## src/rtl/freq_meter_pkg.sv

```systemverilog
// freq_meter_pkg: shared types and sizing helpers for the frequency meter.
//   state_t  - measurement FSM states (IDLE, GATE, DONE)
//   gate_w() - width of the gate-window down-counter for a given window length
//   cnt_max() - saturation ceiling of an edge accumulator of a given width
package freq_meter_pkg;

  typedef enum logic [1:0] {
    IDLE = 2'd0,
    GATE = 2'd1,
    DONE = 2'd2
  } state_t;

  // Counter is loaded with gate_cycles-1, so $clog2(gate_cycles) bits suffice.
  function automatic int gate_w(input int gate_cycles);
    return (gate_cycles < 2) ? 1 : $clog2(gate_cycles);
  endfunction

  function automatic longint unsigned cnt_max(input int w);
    return (64'd1 << w) - 64'd1;
  endfunction

endpackage

```

## src/rtl/sync_edge_det.sv

```systemverilog
// sync_edge_det: brings an asynchronous single-bit input into the clk domain
// and flags its rising edges.
//   clk     - system clock
//   rst     - synchronous active-high reset, clears all flops
//   d_async - asynchronous input
//   d_sync  - synchronized level (second synchronizer flop)
//   rise    - one-cycle pulse on each synchronized 0->1 transition
module sync_edge_det (
  input  logic clk,
  input  logic rst,
  input  logic d_async,
  output logic d_sync,
  output logic rise
);

  logic s1;
  logic s2;
  logic s3;

  always_ff @(posedge clk) begin
    if (rst) begin
      s1 <= 1'b0;
      s2 <= 1'b0;
      s3 <= 1'b0;
    end else begin
      s1 <= d_async;
      s2 <= s1;
      s3 <= s2;
    end
  end

  assign d_sync = s2;
  assign rise   = s2 & ~s3;

endmodule

```

## src/rtl/freq_meter.sv

```systemverilog
// freq_meter: counts rising edges of f_in over a window of GATE_CYCLES clocks
// and presents the result with a valid/ack handshake.
//   clk   - system clock
//   rst   - synchronous active-high reset
//   f_in  - signal under measurement (may be asynchronous)
//   start - request a measurement, taken only in IDLE
//   ack   - consumer acknowledges the result, taken only while valid
//   count - edges counted in the last completed window (saturating)
//   valid - count holds a completed, unacknowledged result
//   busy  - gate window in progress
//   ovf   - accumulator saturated during the last completed window
module freq_meter
  import freq_meter_pkg::*;
#(
  parameter int GATE_CYCLES = 256,
  parameter int CNT_W       = 16
) (
  input  logic             clk,
  input  logic             rst,
  input  logic             f_in,
  input  logic             start,
  input  logic             ack,
  output logic [CNT_W-1:0] count,
  output logic             valid,
  output logic             busy,
  output logic             ovf
);

  localparam int               GATE_W    = gate_w(GATE_CYCLES);
  localparam logic [GATE_W-1:0] GATE_LOAD = GATE_W'(GATE_CYCLES - 1);
  localparam logic [CNT_W-1:0]  CNT_MAX   = CNT_W'(cnt_max(CNT_W));

  state_t            state;
  state_t            state_nxt;
  logic [GATE_W-1:0] gate_cnt;
  logic              arm;
  logic [CNT_W-1:0]  acc;
  logic              acc_ovf;
  logic [CNT_W-1:0]  acc_nxt;
  logic              acc_ovf_nxt;
  logic              edge_p0;
  logic              f_sync_unused;
  logic              last_cycle;

  function automatic logic [CNT_W-1:0] sat_inc(input logic [CNT_W-1:0] v);
    return (v == CNT_MAX) ? v : v + CNT_W'(1);
  endfunction

  // Stage p0: synchronized edge pulse
  sync_edge_det u_sync (
    .clk     (clk),
    .rst     (rst),
    .d_async (f_in),
    .d_sync  (f_sync_unused),
    .rise    (edge_p0)
  );

  // The first GATE cycle after start only drops arm; the counted window is
  // the GATE_CYCLES cycles that follow it.
  assign last_cycle  = (state == GATE) && !arm && (gate_cnt == '0);
  assign acc_nxt     = edge_p0 ? sat_inc(acc) : acc;
  assign acc_ovf_nxt = acc_ovf | (edge_p0 && (acc == CNT_MAX));

  always_ff @(posedge clk) begin
    if (rst) state <= IDLE;
    else     state <= state_nxt;
  end

  always_comb begin
    state_nxt = state;
    case (state)
      IDLE:    if (start)      state_nxt = GATE;
      GATE:    if (last_cycle) state_nxt = DONE;
      DONE:    if (ack)        state_nxt = IDLE;
      default:                 state_nxt = IDLE;
    endcase
  end

  // Stage p1: gate counter, accumulator and result registers
  always_ff @(posedge clk) begin
    if (rst) begin
      gate_cnt <= '0;
      arm      <= 1'b0;
      acc      <= '0;
      acc_ovf  <= 1'b0;
      count    <= '0;
      ovf      <= 1'b0;
    end else begin
      case (state)
        IDLE: begin
          if (start) begin
            gate_cnt <= GATE_LOAD;
            arm      <= 1'b1;
            acc      <= '0;
            acc_ovf  <= 1'b0;
          end
        end
        GATE: begin
          if (arm) begin
            arm <= 1'b0;
          end else begin
            acc      <= acc_nxt;
            acc_ovf  <= acc_ovf_nxt;
            gate_cnt <= gate_cnt - GATE_W'(1);
            if (gate_cnt == '0) begin
              count <= acc_nxt;
              ovf   <= acc_ovf_nxt;
            end
          end
        end
        default: ;
      endcase
    end
  end

  assign valid = (state == DONE);
  assign busy  = (state == GATE);

endmodule

```

## config.mk

```make
export PLATFORM = sky130hd
export DESIGN_NAME = freq_meter
export DESIGN_NICKNAME = d
export VERILOG_FILES = /design/src/rtl/freq_meter_pkg.sv /design/src/rtl/sync_edge_det.sv /design/src/rtl/freq_meter.sv
export SDC_FILE = /design/constraint.sdc
export NUM_CORES = 1
export LEC_CHECK = 0
export BUFFER_PORTS_ARGS = -buffer_cell sky130_fd_sc_hd__buf_2
export CAP_MARGIN = 20
export CORE_MARGIN = 4
export CORE_UTILIZATION = 55
export CTS_CLUSTER_SIZE = 25
export DETAILED_ROUTE_END_ITERATION = 10
export GPL_TIMING_DRIVEN = 0
export MAX_ROUTING_LAYER = met4
export PLACE_DENSITY = 0.77
export RECOVER_POWER = 25
export SYNTH_ARGS = -nofsm -noshare
export SYNTH_HDL_FRONTEND = slang
export SYNTH_SLANG_ARGS = --single-unit
```

## constraint.sdc

```tcl
create_clock -name clk -period 2 [get_ports clk]
set_clock_uncertainty 0.05 [all_clocks]
set_input_delay 0.3 -clock clk [delete_from_list [all_inputs] [get_ports clk]]
set_output_delay 0.3 -clock clk [all_outputs]
set_load 0.03 [all_outputs]
```

; After elaboration in Yosys (flattened, before gate mapping)
; Cells that the tools add are included.
; Widths: inputs -> output; s select.
[totals]
reg_bits = 48
input_bits = 5
output_inout_bits = 19
wordCells = 51
[classes]
n_addsub = 2
n_eq_ne = 7
mux = 17
bitwise = 4
n_reduce_logical = 11
[ops]
columns = cell, n
row1 = $mux 16, 4
row2 = $pmux 16 s2, 1
row3 = $add 16x1->16 const B, 1
row4 = $eq 16x16->1 const B, 1
row5 = $mux 8, 2
row6 = $pmux 8 s2, 1
row7 = $reduce_and 3->1, 3
row8 = $logic_not 8->1, 1
row9 = $sub 8x1->8 const B, 1
row10 = $mux 2, 3
row11 = $ne 2x2->1 const B, 3
row12 = $pmux 2 s3, 1
row13 = $pmux 1 s2, 2
row14 = $logic_and 1x1->1, 3
row15 = $mux 1, 3
row16 = $eq 2x1->1 const B, 1
row17 = $eq 2x2->1 const B, 1
row18 = $logic_not 2->1, 1
row19 = $ne 2x1->1 const B, 1
row20 = $not 1->1, 2
row21 = $reduce_and 2->1, 1
row22 = $reduce_bool 2->1, 1
row23 = $and 1x1->1, 1
row24 = $logic_not 1->1, 1
row25 = $or 1x1->1, 1

; Longest topological paths before layout
[depth]
word_depth = 6
depth_mapped = 7
ltp_nobuf = 6

; Hierarchy
; Synthesis repeated with hierarchy kept, for this count alone.
[unflattened]
hier_cells = 290
area_unflattened_um2 = 2506.2
[by_module_without_submodules]
columns = mod, n_inst, cells_each, area_each_um2, seq_area_each_um2
row1 = freq_meter, 1, 283, 2418.6, 900.9
row2 = sync_edge_det, 1, 7, 87.6, 60.1

; Least setup slack after synthesis
; Ideal clock, no wire load.
[synth_timing]
path_type = register -> register
from = register acc[0]
to = register acc[12]
setup_ps = 128
t_arrival_ps = 1602
required_time_ps = 1822
slack_ps = 220
stages_incl_launch_ff = 7
n_path_buf = 0
synth_period_minus_slack_ps = 1780
cell_sequence = dfxtp_1 -> ha_1 -> nand3b_1 -> nor4_1 -> mux2_2 -> a22oi_1 -> nor2_1
[synth_via]
elab_chain_len = 5
elab_cells_between_ends = 6
cone_classes = 1 x add/sub / 1 x eq/ne / 4 x mux
[synth_lines]
columns = element, line
row1 = "start, declared", freq_meter.sv:37  ; logic [CNT_W-1:0] acc;
row2 = "start signal, assigned", freq_meter.sv:102  ; acc <= acc_nxt;
row3 = $add 16x1->16 or $eq 16x16->1 (tied branches), freq_meter.sv:46  ; return (v == CNT_MAX) ? v : v + CNT_W'(1);
row4 = $mux 16 (*), freq_meter.sv:46
row5 = $mux 16 (*), freq_meter.sv:61  ; assign acc_nxt = edge_p0 ? sat_inc(acc) : acc;
row6 = $mux 16 (*), freq_meter.sv:99  ; if (arm) begin
row7 = $pmux 16 s2 (*), freq_meter.sv:89  ; case (state)
; Mark *: on every way between the ends. The rest lies on a longest branch, timed or not. The select of a mux whose other input is x is not followed.
; A chain may end at the register's enable or synchronous reset.

; Final worst setup path
; Ends and elaborated chain as after synthesis.

==> impl_metrics.csv <==
group,metric,value,unit
clock_network,cts.path.max_buffers,2,
route,vias_per_cell,6.07,
pwr,total_power,2040,µW
timing,setup_violations,0,
timing,rsz0062_at_grt,"false",
die,start_util,0.585,
route,dr.pass1.iters,4,
route,ant_nets,0,
synth,ys.flop_type,"dfxtp_1",
clock_network,cts_made_buffers,5,
status,outcome,"finished, final reports clean",
synth,synth.avg_cell_area,8.56,µm²
synth,synth_enable_flop_cells,0,
global_route,antenna_found_initial,0,
route,vias,2210,
global_route,grt-ovfl-total,0,
route,drc_errors,0,
clock_network,cts_tree,"done",
setup_path,crit_type,"register to register",
clock_network,clock_tree.htree_level_count,2,
timing,fmax,528,MHz
route,drt_iter0_markers,227,
timing,period_share,0.946,
clock_network,cts_root_buf,"clkbuf_8",
placed_design,placement.io_buffers,22,
pwr,ir_drop,0.596,mV
synth,ys_ff_latch,48,
setup_path,end_kind,"register",
pwr,power.density,737,nW/µm²
final_layout,fill_cells,347,
setup_path,cp-start-kind,"register",
die,core_region_area,4120,µm²
setup_path,cp_data_required_time,2.14,ns
final_layout,fin_nets,321,
die,die_h,74.1,µm
synth,synth_cell_types,53,
final_layout,final_common_cell,"dfxtp_1",
timing,slew_viol_final,0,
final_layout,drive_above_1_share,0.182,
synth,synth.area.top_cells,"dfxtp_1 (40%), a21oi_1 (5.6%), nand2_1 (4.1%), nor2_1 (4.1%), xor2_1 (3.3%)",
global_route,grt_pass1_wl,9570,µm
clock_network,ctsHoldBuffers,0,
placed_design,gp_congestion,0.965,
clock_network,clk_pin_slew,0.09,ns
final_layout,antennaDiodeCount,0,
run,drv_cap,0,
pwr,p_leak,0.000933,µW
synth,synth_nets,289,
timing,period_minus_slack,1.89,ns
placed_design,dp_hpwl,4120,µm
global_route,grt_pass1_vias,1948,
timing,worst_pin_slew,0.658,ns
min_path,hold_class,"primary input to register",
die,io_pins,24,
die,die_w,74.1,µm
die,fp.dieArea,5500,µm²
die,rows,23,
final_layout,synthToLayoutAreaGrowth,14.8,%
synth,yosysWarnings,0,
clock_network,clock_sinks,48,
route,avgRoutedWirePerCell,15.9,µm
timing,timing.setup.tns,0,ns
synth,yosysSeqAreaShare,0.399,
synth,syn_inst,281,
synth,synth_top_area_share,0.399,
route,drt-total-wl,5800,µm
timing,slew_headroom,0.561,
timing,final_hold_viol_count,0,
final_layout,final_cell_mix,"dfxtp_1 (46), a21oi_1 (27), nand2_1 (26)",
global_route,grt.total_usage,0.233,
global_route,grt_max_degree,17,
setup_path,crit_arrival,2.03,ns
clock_network,insertion_delay,0.31,ns
setup_path,path_max_fanout,6,
synth,async_flop_share,0,
synth,netlist_area,2410,µm²
synth,yosys.area.top_type,"dfxtp_1",
==> metrics by stage <==
step           hold WS, ns  utilization  area (µm²)  worst slack [ns]  std cells
6_report             0.155        0.671        2760             0.107        364
5_1_grt              0.173        0.671        2760           0.00305        364
4_1_cts              0.157        0.658        2710            0.0144        362
3_5_place_dp         0.394        0.627        2580            -0.195        353
3_3_place_gp         0.375        0.627        2580            -0.165        353
2_1_floorplan        0.364            -        2410             0.220        281
==> registers in the layout (all words and copies together) (netlist names) <==
register / flops
u_sync.d_sync: 1
arm: 1
u_sync.s1: 1
count: 16
u_sync.s3: 1
state: 2
ovf: 1
acc: 16
gate_cnt: 8
acc_ovf: 1
==> worst max-delay path, stage by stage, from the launching register on <==
cell,delay [ns]
dfxtp_4,0.40
ha_4,0.17
nand3b_1,0.21
nor4_2,0.32
mux2_2,0.39
a22oi_1,0.17
nor2_1,0.06
==> cells by family after synthesis <==
group	count (synthesis)	synth area share
flip-flops	48	0.399
XOR/XNOR	16	0.0582
adder cells (fa/ha/maj)	3	0.0156
AO/OA/AOI/OAI	73	0.201
buffers and inverters	21	0.0406
AND/OR/NAND/NOR	119	0.280
multiplexers	1	0.00468
==> synthesized netlist by cell type (all sizes together), types with 7 or more instances <==
| library cell | number |
|---|---|
| buf | 9 |
| a31oi | 7 |
| clkbuf | 8 |
| a211oi | 11 |
| nor3 | 8 |
| nor2 | 29 |
| a21oi | 28 |
| nand3 | 10 |
| nand4 | 9 |
| xor2 | 9 |
| dfxtp | 48 |
| xnor2 | 7 |
| nor2b | 7 |
| nand2 | 26 |
| o21ai | 12 |
==> path summary, 6_finish.rpt <==
kind | from | to | slack (ns) | cells past startpoint
hold / removal | f_in | u_sync.s1 | 0.16 | 2
hold reg to reg | count[12] | count[12] | 0.41 | 2
setup reg to reg | acc[0] | acc[12] | 0.11 | 6
setup / recovery | acc[0] | acc[12] | 0.11 | 6
==> power breakdown <==
| part | total, µW | internal, µW | switching, µW |
|---|---|---|---|
| registers | 1040 | 994 | 40.9 |
| logic | 267 | 101 | 166 |
| clock network | 734 | 377 | 357 |
==> final cells by class <==
type / count / area [µm²] / area share
multi-input cells: 212 / 1410 / 0.509
plain buffers: 17 / 82.6 / 0.0299
clock buffers: 5 / 68.8 / 0.0249
flip-flops and latches: 48 / 966 / 0.350
inverters: 4 / 15.0 / 0.00543
well taps: 50 / 62.6 / 0.0226
clock inverters: 3 / 46.3 / 0.0168
repair buffers: 25 / 116 / 0.0421
==> what timing repair did <==
item,CTS,global route
gates cloned,0,0
endpoints found under the setup margin,12,17
buffers inserted,1,2
resized for setup,3,10
pin swaps,1,2
==> per-layer routing <==
metal,vias to the layer above,track usage,part of all wire
met3,8,0.0419,0.060
met2,67,0.367,0.47
met4,0,0.0584,0.014
met5,-,-,0
li1,1090,-,-
met1,1045,0.310,0.46
Power figures use the tool's default switching activity.
